===== src/rtl/axi_reg_arb_pkg.sv =====
// axi_reg_arb_pkg: FSM state encoding and AXI response codes shared by the arbiter (no ports)
package axi_reg_arb_pkg;
  typedef enum logic [2:0] {IDLE, W_REQ, W_RESP, R_ADDR, R_DATA, RESP} arb_state_e;
  localparam logic [1:0] RESP_OKAY = 2'b00;
  localparam logic [1:0] RESP_SLVERR = 2'b10;
endpackage


===== src/rtl/rr_arbiter_2.sv =====
// rr_arbiter_2: 2-way round-robin pick; in clk/areset/valid/accept, out one-hot grant and grant_idx
module rr_arbiter_2 (
  input  logic       clk,
  input  logic       areset,
  input  logic [1:0] valid,
  input  logic       accept,
  output logic [1:0] grant,
  output logic       grant_idx
);
  logic last_grant;
  always_comb begin
    grant_idx = &valid ? ~last_grant : valid[1];
    grant = |valid ? (grant_idx ? 2'b10 : 2'b01) : 2'b00;
  end
  always_ff @(posedge clk)
    if (areset) last_grant <= 1'b1;
    else if (accept) last_grant <= grant_idx;
endmodule


===== src/rtl/axi_reg_arbiter.sv =====
// axi_reg_arbiter: two requesters (valid/ready cmd + rsp) serialised onto one AXI master port (AW/W/B, AR/R)
module axi_reg_arbiter
  import axi_reg_arb_pkg::*;
#(
  parameter int ADDR_W = 32,
  parameter int DATA_W = 32,
  parameter int ID_W = 4,
  parameter int N_REGS = 8,
  parameter int ID_BASE = 0
) (
  input  logic                   clk,
  input  logic                   areset,
  input  logic [1:0]             req_valid_i,
  output logic [1:0]             req_ready_o,
  input  logic [1:0]             req_we_i,
  input  logic [1:0][ADDR_W-1:0] req_addr_i,
  input  logic [1:0][DATA_W-1:0] req_wdata_i,
  input  logic [1:0][3:0]        req_wstrb_i,
  output logic [1:0]             rsp_valid_o,
  input  logic [1:0]             rsp_ready_i,
  output logic [DATA_W-1:0]      rsp_rdata_o,
  output logic [1:0]             rsp_resp_o,
  output logic [ID_W-1:0]        awid_o,
  output logic [ADDR_W-1:0]      awaddr_o,
  output logic                   awvalid_o,
  input  logic                   awready_i,
  output logic [ID_W-1:0]        wid_o,
  output logic [DATA_W-1:0]      wdata_o,
  output logic [3:0]             wstrb_o,
  output logic                   wlast_o,
  output logic                   wvalid_o,
  input  logic                   wready_i,
  input  logic [ID_W-1:0]        bid_i,
  input  logic [1:0]             bresp_i,
  input  logic                   bvalid_i,
  output logic                   bready_o,
  output logic [ID_W-1:0]        arid_o,
  output logic [ADDR_W-1:0]      araddr_o,
  output logic                   arvalid_o,
  input  logic                   arready_i,
  input  logic [ID_W-1:0]        rid_i,
  input  logic [DATA_W-1:0]      rdata_i,
  input  logic                   rlast_i,
  input  logic                   rvalid_i,
  output logic                   rready_o
);
  arb_state_e state, state_nx;
  logic owner, gidx, accept, oor, aw_done, w_done, aw_hs, w_hs, unused_rlast;
  logic [1:0] gnt, resp;
  logic [ADDR_W-1:0] addr;
  logic [DATA_W-1:0] wdata, rdata;
  logic [3:0] wstrb;
  logic [ID_W-1:0] id;
  rr_arbiter_2 u_rr (
    .clk(clk),
    .areset(areset),
    .valid(req_valid_i),
    .accept(accept),
    .grant(gnt),
    .grant_idx(gidx)
  );
  assign accept = state == IDLE && |req_valid_i;
  assign oor = req_addr_i[gidx] >= ADDR_W'(N_REGS);
  assign id = ID_W'(ID_BASE) + ID_W'(owner);
  assign req_ready_o = state == IDLE ? gnt : 2'b00;
  assign awvalid_o = state == W_REQ && !aw_done;
  assign wvalid_o = state == W_REQ && !w_done;
  assign bready_o = state == W_RESP;
  assign arvalid_o = state == R_ADDR;
  assign rready_o = state == R_DATA;
  assign rsp_valid_o = state == RESP ? (owner ? 2'b10 : 2'b01) : 2'b00;
  assign awid_o = id;
  assign wid_o = id;
  assign arid_o = id;
  assign awaddr_o = addr;
  assign araddr_o = addr;
  assign wdata_o = wdata;
  assign wstrb_o = wstrb;
  assign wlast_o = 1'b1;
  assign rsp_rdata_o = rdata;
  assign rsp_resp_o = resp;
  assign aw_hs = awvalid_o & awready_i;
  assign w_hs = wvalid_o & wready_i;
  assign unused_rlast = rlast_i;
  always_comb begin
    state_nx = state;
    unique case (state)
      IDLE:    state_nx = !accept ? IDLE : oor ? RESP : req_we_i[gidx] ? W_REQ : R_ADDR;
      W_REQ:   state_nx = (aw_done | aw_hs) & (w_done | w_hs) ? W_RESP : W_REQ;
      W_RESP:  state_nx = bvalid_i ? RESP : W_RESP;
      R_ADDR:  state_nx = arready_i ? R_DATA : R_ADDR;
      R_DATA:  state_nx = rvalid_i ? RESP : R_DATA;
      RESP:    state_nx = rsp_ready_i[owner] ? IDLE : RESP;
      default: state_nx = IDLE;
    endcase
  end
  always_ff @(posedge clk) begin
    if (areset) begin
      state <= IDLE;
      owner <= 1'b0;
      addr <= '0;
      wdata <= '0;
      wstrb <= '0;
      aw_done <= 1'b0;
      w_done <= 1'b0;
      rdata <= '0;
      resp <= RESP_OKAY;
    end else begin
      state <= state_nx;
      if (accept) begin
        owner <= gidx;
        addr <= req_addr_i[gidx];
        wdata <= req_wdata_i[gidx];
        wstrb <= req_wstrb_i[gidx];
        aw_done <= 1'b0;
        w_done <= 1'b0;
        if (oor) begin
          rdata <= '0;
          resp <= RESP_SLVERR;
        end
      end
      if (aw_hs) aw_done <= 1'b1;
      if (w_hs) w_done <= 1'b1;
      if (state == W_RESP && bvalid_i) begin
        rdata <= '0;
        resp <= bid_i != id ? RESP_SLVERR : bresp_i;
      end
      if (state == R_DATA && rvalid_i) begin
        rdata <= rdata_i;
        resp <= rid_i != id ? RESP_SLVERR : RESP_OKAY;
      end
    end
  end
endmodule


===== config.mk =====
export PLATFORM = sky130hd
export DESIGN_NAME = axi_reg_arbiter
export DESIGN_NICKNAME = d
export VERILOG_FILES = /design/src/rtl/axi_reg_arb_pkg.sv /design/src/rtl/rr_arbiter_2.sv /design/src/rtl/axi_reg_arbiter.sv
export SDC_FILE = /design/constraint.sdc
export NUM_CORES = 1
export LEC_CHECK = 0
export ABC_AREA = 0
export BUFFER_PORTS_ARGS = -buffer_cell sky130_fd_sc_hd__buf_2
export CORE_AREA = 8 8 128 130
export CTS_BUF_LIST = sky130_fd_sc_hd__clkbuf_2 sky130_fd_sc_hd__clkbuf_4 sky130_fd_sc_hd__clkbuf_8
export DETAILED_ROUTE_END_ITERATION = 8
export DIE_AREA = 0 0 136 138
export PLACE_DENSITY = 0.73
export SLEW_MARGIN = 25
export SYNTH_ARGS = -nofsm -noshare
export SYNTH_HDL_FRONTEND = slang
export SYNTH_HIERARCHICAL = 1
export SYNTH_SLANG_ARGS = --single-unit

===== constraint.sdc =====
create_clock -name clk -period 3.8 [get_ports clk]
set_clock_uncertainty 0.05 [all_clocks]
set_input_delay 0.38 -clock clk [delete_from_list [all_inputs] [get_ports clk]]
set_output_delay 0.38 -clock clk [all_outputs]
set_load 0.005 [all_outputs]

==> results.md, run 1 <==
- RSZ-0062 raised after global routing: no
- Pre-antenna DRT Iters: 4
- Area Growth Syn to Fin: 28.1%
- TritonCTS Buffers: 9
- Worst EP required: 4040 ps
- Pwr dens: 608 nW/um^2
- H-tree depth: 3
- Initial Util: a little under 40%
- Total setup buffers inserted after CTS: 0
- Slew @ Worst Pin: 820 ps
- Placed insts: 1039
- CTS tree: yes
- Placer Congestion: 0.859
- CP Capture Type: flop
- Syn avg cell area: 9.44 sq um
- Post-synth top cells: dfxtp_1 (109), nor2_1 (77), mux2i_1 (71), a211oi_1 (70), buf_4 (48)
- Top cell type's share of synthesized area: 38.5%
- HP Class: in2reg
- Worst-Skew Late Latency: about 370 ps
- Critical Path Start Type: flop
- DRC violations left: 0
- Outcome: finished clean
- #FFs+latches synth: 109
- Post-synth ARST share: 0%
- Clk pwr share: 18.0%
- Final instance area: 7270 sq um
- Nets: 1058
- Cell variety after synth: 45
- Gr usage total: 18.7%
- Floorplan die height: around 140 microns
- Cell Area, Synth: ~5700 sq um
- I/O pin count: around 350
- Max Cap Viol: 0
- Post-Layout Cell Count: about 1.1k
- Initial drt markers: 181
- Routed vias: 5375
- Initial antenna violation count: 0
- Vias in the first global route: 5307
- Prevailing post-synth register cell: dfxtp_1
- Worst VDD drop: 0.000427 V
- Cells after Synth: 601
- Flop pwr share: just under 40%
- Crit path time final: 2430 ps
- Layout cells sized above 1: roughly 46%
- Sw Pwr: roughly 1.7 mW
- Static Leak: 3.33 nW
- Crit path DAT: 2670 ps
- Final count of pins violating max slew: 0
- First-pass GRT wire length: 28200 microns
- Rows: 44
- Die Area: 18800 sq um
- Pin count of the biggest net entering global routing: 112
- Most frequent cell after synthesis: dfxtp_1
- Global-route met3 utilization: 5.94%
- Final setup violation count: 0
- DR vias/cell: 5.09
- Switch share: 39.3%
- CP max FO: 33
- Setup TNS: 0 ps
- YS warnings: 6
- CTS clk-pin slew, worst paths: 110 ps
- P_int: ~2.7 mW
- Busiest metal layer after global routing: met2
- Synth top area cells: dfxtp_1 (38%), mux2i_1 (13%), a211oi_1 (9.3%)
- Tcrit/Tclk final: 64.0%
- Yosys top cell by area: dfxtp_1
- Max Fclk: 411 MHz
- Post-detail-place hpwl: 14700 microns
- PostCTS Resize Cnt: 0
- Clk sinks: 109
- Clock Root Buffer: clkbuf_8
- Dpl cell area: 7040 sq um
- Grt ovf: 0
- Core area: 14300 sq um
- Port-buffer cells: 336
- Global routing usage on met2: between 30% and 40%
- Clock tree buffer depth: 2
- Final Hold Fails: 0
- Overall routed net length: between 15000 and 20000 microns
- Routed len/inst: 17.8 microns
- N_diodes: 0
- Worst slew margin: between 40 and 50%
- Share of power burned in combinational logic: about 43%
- Die width: 136 microns
- Post-synth EDFFs: 0
- Crit Path Category: reg2reg
- Met1 usage: 20.4%
- Post-synthesis sequential area ratio: between 30% and 40%
- Hold_buf cts: 0
- Post-DRT Antenna Nets: 0
[metrics by stage]
step	util [%]	hold slack, ps	power [mW]	setup slack, ps
after detailed placement	49.2	438	3.67	1130
final	50.8	211	4.42	1370
after CTS	50.8	178	4.48	1300
after global placement	49.2	433	3.64	1190
after global routing	50.8	202	4.73	1190
after floorplan	-	424	3.13	2000
[power groups by stage]
stage | clock (mW) | combinational (mW) | sequential (mW)
after floorplan | 0 | 1.42 | 1.70
after global placement | 0 | 1.92 | 1.72
after detailed placement | 0 | 1.94 | 1.73
after CTS | 0.823 | 1.95 | 1.71
after global routing | 0.856 | 2.11 | 1.76
final | 0.796 | 1.91 | 1.71
[placed cells by master, fill, tap and decap left out, drive strengths merged, types with 2 or more instances in the layout]
master	synthesis	layout
nand3	3	3
mux2i	71	71
clkbuf	16	11
conb	2	10
nor2	78	78
and3b	2	2
buf	82	344
o22ai	2	2
nor4bb	2	2
dfxtp	109	109
and2	2	2
bufinv	0	2
nor2b	4	4
xnor2	2	2
nand2b	2	2
nand2	36	36
a2111oi	2	2
a21boi	3	3
o21ai	3	3
nor4	13	13
nor3b	5	5
nand4	3	3
a311oi	33	33
nor3	6	6
inv	4	5
a21oi	37	37
a211oi	70	70
[worst max-delay path, cell delays in order (launching register included)]
cell and delay (ps):
dfxtp_1 360, a21boi_4 140, buf_4 310, nor4b_1 280
o22ai_1 150, nor2_2 140, nand3_4 470, a311oi_1 410
[logic make-up (layout without fill, tap and decap cells)]
logic type / Yosys count / in the layout / synth area share [%]
buffers and inverters: 102 / 364 / 11.7
AO/OA/AOI/OAI: 156 / 156 / 23.1
multiplexers: 71 / 71 / 12.5
other: 2 / 10 / 0.132
flip-flops: 109 / 109 / 38.5
AND/OR/NAND/NOR: 159 / 159 / 13.8
XOR/XNOR: 2 / 2 / 0.309
[state kept, by name, summed over array words and instances, names as in the netlist]
signal and flops:
araddr_o 32, rsp_rdata_o 32, wdata_o 32, wstrb_o 4, state 3, rsp_resp_o 2
aw_done 1, owner 1, u_rr/last_grant 1, w_done 1
[path summary, 6_finish.rpt]
check	startpoint	to	slack [ps]	cells past startpoint
worst max-delay path	u_rr/last_grant	rsp_rdata_o[2]	1370	7
worst max register to register	u_rr/last_grant	rsp_rdata_o[2]	1370	7
worst min register to register	wdata_o[3]	wdata_o[3]	450	2
worst min-delay path	rdata_i[2]	rsp_rdata_o[2]	210	3
[routing by layer]
| layer | routed length, microns | vias to the layer above |
|---|---|---|
| li1 | - | 2692 |
| met5 | 0 | - |
| met2 | 9210 | 213 |
| met3 | 1770 | 15 |
| met1 | 7510 | 2455 |
| met4 | 266 | 0 |
[layout make-up]
type,instances,area [sq um]
timing repair buffer,344,1740
fill,1384,7050
clock inverter,5,81.3
tap,184,230
inverter,4,20.0
sequential,109,2180
clock buffer,11,145
multi-input combinational,398,2870
No activity file was read; power rests on OpenSTA's default activity.
==> inputs of run 2 (changes only) <==
- CORE_AREA: 8 8 128 130 -> 8 8 129 131
- DIE_AREA: 0 0 136 138 -> 0 0 137 139
- PLACE_DENSITY: 0.73 -> 0.72
- clock period: 3.8 -> 2.35 ns (I/O delays scaled with it)
==> results.md, run 2 (synthesized netlist as in run 1, its figures left out) <==
- Gr usage total: 19.0%
- Worst VDD drop: 0.000517 V
- Initial drt markers: 292
- M1 wire length: 7290 microns
- Clk sinks: 109
- Clock tree buffer depth: 2
- CP max-delay cell: dfxtp_1
- Routed wl met3: 1880 microns
- Area Growth Syn to Fin: 30.6%
- R2R setup slack: 300 ps
- Pwr dens: 986 nW/um^2
- First-pass GRT wire length: 28800 microns
- Delay-heaviest family, CP: buffers and inverters
- Die Area: ~19000 sq um
- Post-DRT Antenna Nets: 0
- Static Leak: ~3.4 nW
- Total setup buffers inserted after CTS: 0
- Nets: 1066
- Crit Path Category: reg2reg
- Crit path DAT: around 2300 ps
- Routed vias: 5447
- RSZ-0062 raised after global routing: no
- TritonCTS Buffers: 9
- Top Metal Used: met5
- CP max stage delay: 450 ps
- CP Capture Type: flop
- N_diodes: 0
- Hold EP: rsp_rdata_o[4]
- Pin count of the biggest net entering global routing: 67
- Placed insts: 1051
- Routed len/inst: 17.8 microns
- CTS tree: yes
- Overall routed net length: approximately 19000 microns
- Initial Util: 38.4%
- Post-Layout Cell Count: 1067
- Leading cell types in the layout, fill and taps excluded: buf_2 (335), dfxtp_1 (109), nor2_1 (77), mux2i_1 (71), a211oi_1 (70)
- Layout cells sized above 1: 46.4%
- CP max FO: 41
- Setup TNS: 0 ps
- I/O pin count: ~350
- R2R depth: 6
- Commonest non-fill, non-tap cell in the layout: buf_2
- Hold path start: rdata_i[4]
- Final count of pins violating max slew: 0
- Final Util: between 50 and 60%
- Met2 wire len: 9500 microns
- Worst slew margin: 64.0%
- CP cell instances: nor3_2 -> o21ai_2 -> inv_4 -> buf_4 -> nor2_1 -> a211oi_1
- Crit path time final: 2050 ps
- Final setup violation count: 0
- Tcrit/Tclk final: between 80% and 90%
- Floorplan die height: 139 microns
- Worst EP required: 2580 ps
- Rows: 45
- Outcome: finished clean
- DRC violations left: 0
- PostCTS Resize Cnt: 0
- HP Class: in2reg
- Dpl cell area: around 7200 sq um
- Placer Congestion: 0.867
- Setup ws final: 304 ps
- H-tree depth: 3
- Slew @ Worst Pin: 540 ps
- Post-detail-place hpwl: about 15000 microns
- Worst-Skew Late Latency: 370 ps
- Hold_buf cts: 0
- Worst flop-to-flop path startpoint: state[2]
- Initial antenna violation count: 2
- Port-buffer cells: 336
- CP bufs+invs: 2
- Critical Path Start Type: flop
- Worst hold stages: 3
- Clock Root Buffer: clkbuf_8
- Reg-to-reg endpoint: araddr_o[2]
- Die width: 137 microns
- DR vias/cell: 5.10
- Final Hold Fails: 0
- Pre-antenna DRT Iters: 4
- Final instance area: 7410 sq um
- CTS clk-pin slew, worst paths: 100 ps
- Max Fclk: 489 MHz
- Core area: 14800 sq um
- Grt ovf: 0
- Setup WS pre-CTS: 275 ps
- Vias in the first global route: ~5.6k
- Max Cap Viol: 0
-- run 2: where the power goes --
| group | internal (mW) | switching (mW) | leakage (nW) | total, mW |
|---|---|---|---|---|
| Combinational | 1.49 | 1.82 | 2.39 | 3.31 |
| Sequential | 2.38 | 0.379 | 0.897 | 2.75 |
| Clock | 0.565 | 0.670 | 0.108 | 1.23 |
-- run 2: worst min-delay path: cells and delay by family --
| family | cells | cell delay, ps |
|---|---|---|
| buf+inv | 1 | 100 |
| simple gates | 1 | 50 |
| compound gates | 1 | 70 |
-- run 2: layer usage --
layer,vias up,global-route usage [%]
met3,21,5.91
met4,4,6.35
met1,2502,21.3
met5,-,0
met2,228,32.9
li1,2692,-
-- run 2: final cells by class --
type                    count  area [sq um]
clock buffers              11           151
clock inverters             5          66.3
fillers                  1428          7340
inverters                   4          17.5
multi-input cells         398          2870
flip-flops and latches    109          2180
well taps                 188           235
repair buffers            352          1890
-- run 2: how the worst max path moves through the flow --
stage          slack, ps  depth (start not counted)            start         endpoint
5_1_grt               40                          6         state[2]      araddr_o[2]
3_5_place_dp         270                          7   req_addr_i[39]   rsp_rdata_o[2]
3_3_place_gp         300                          7   req_addr_i[36]   rsp_rdata_o[2]
2_1_floorplan        630                          6  u_rr/last_grant  rsp_rdata_o[10]
6_report             300                          6         state[2]      araddr_o[2]
4_1_cts              280                          6         state[2]      araddr_o[5]
-- run 2: metrics by stage --
step                power, mW  hold WS [ps]
finish                   7.30          75.8
global route             7.86          59.8
CTS                      7.41          41.0
detailed placement       6.16           438
global placement         6.10           434
floorplan                5.05           279
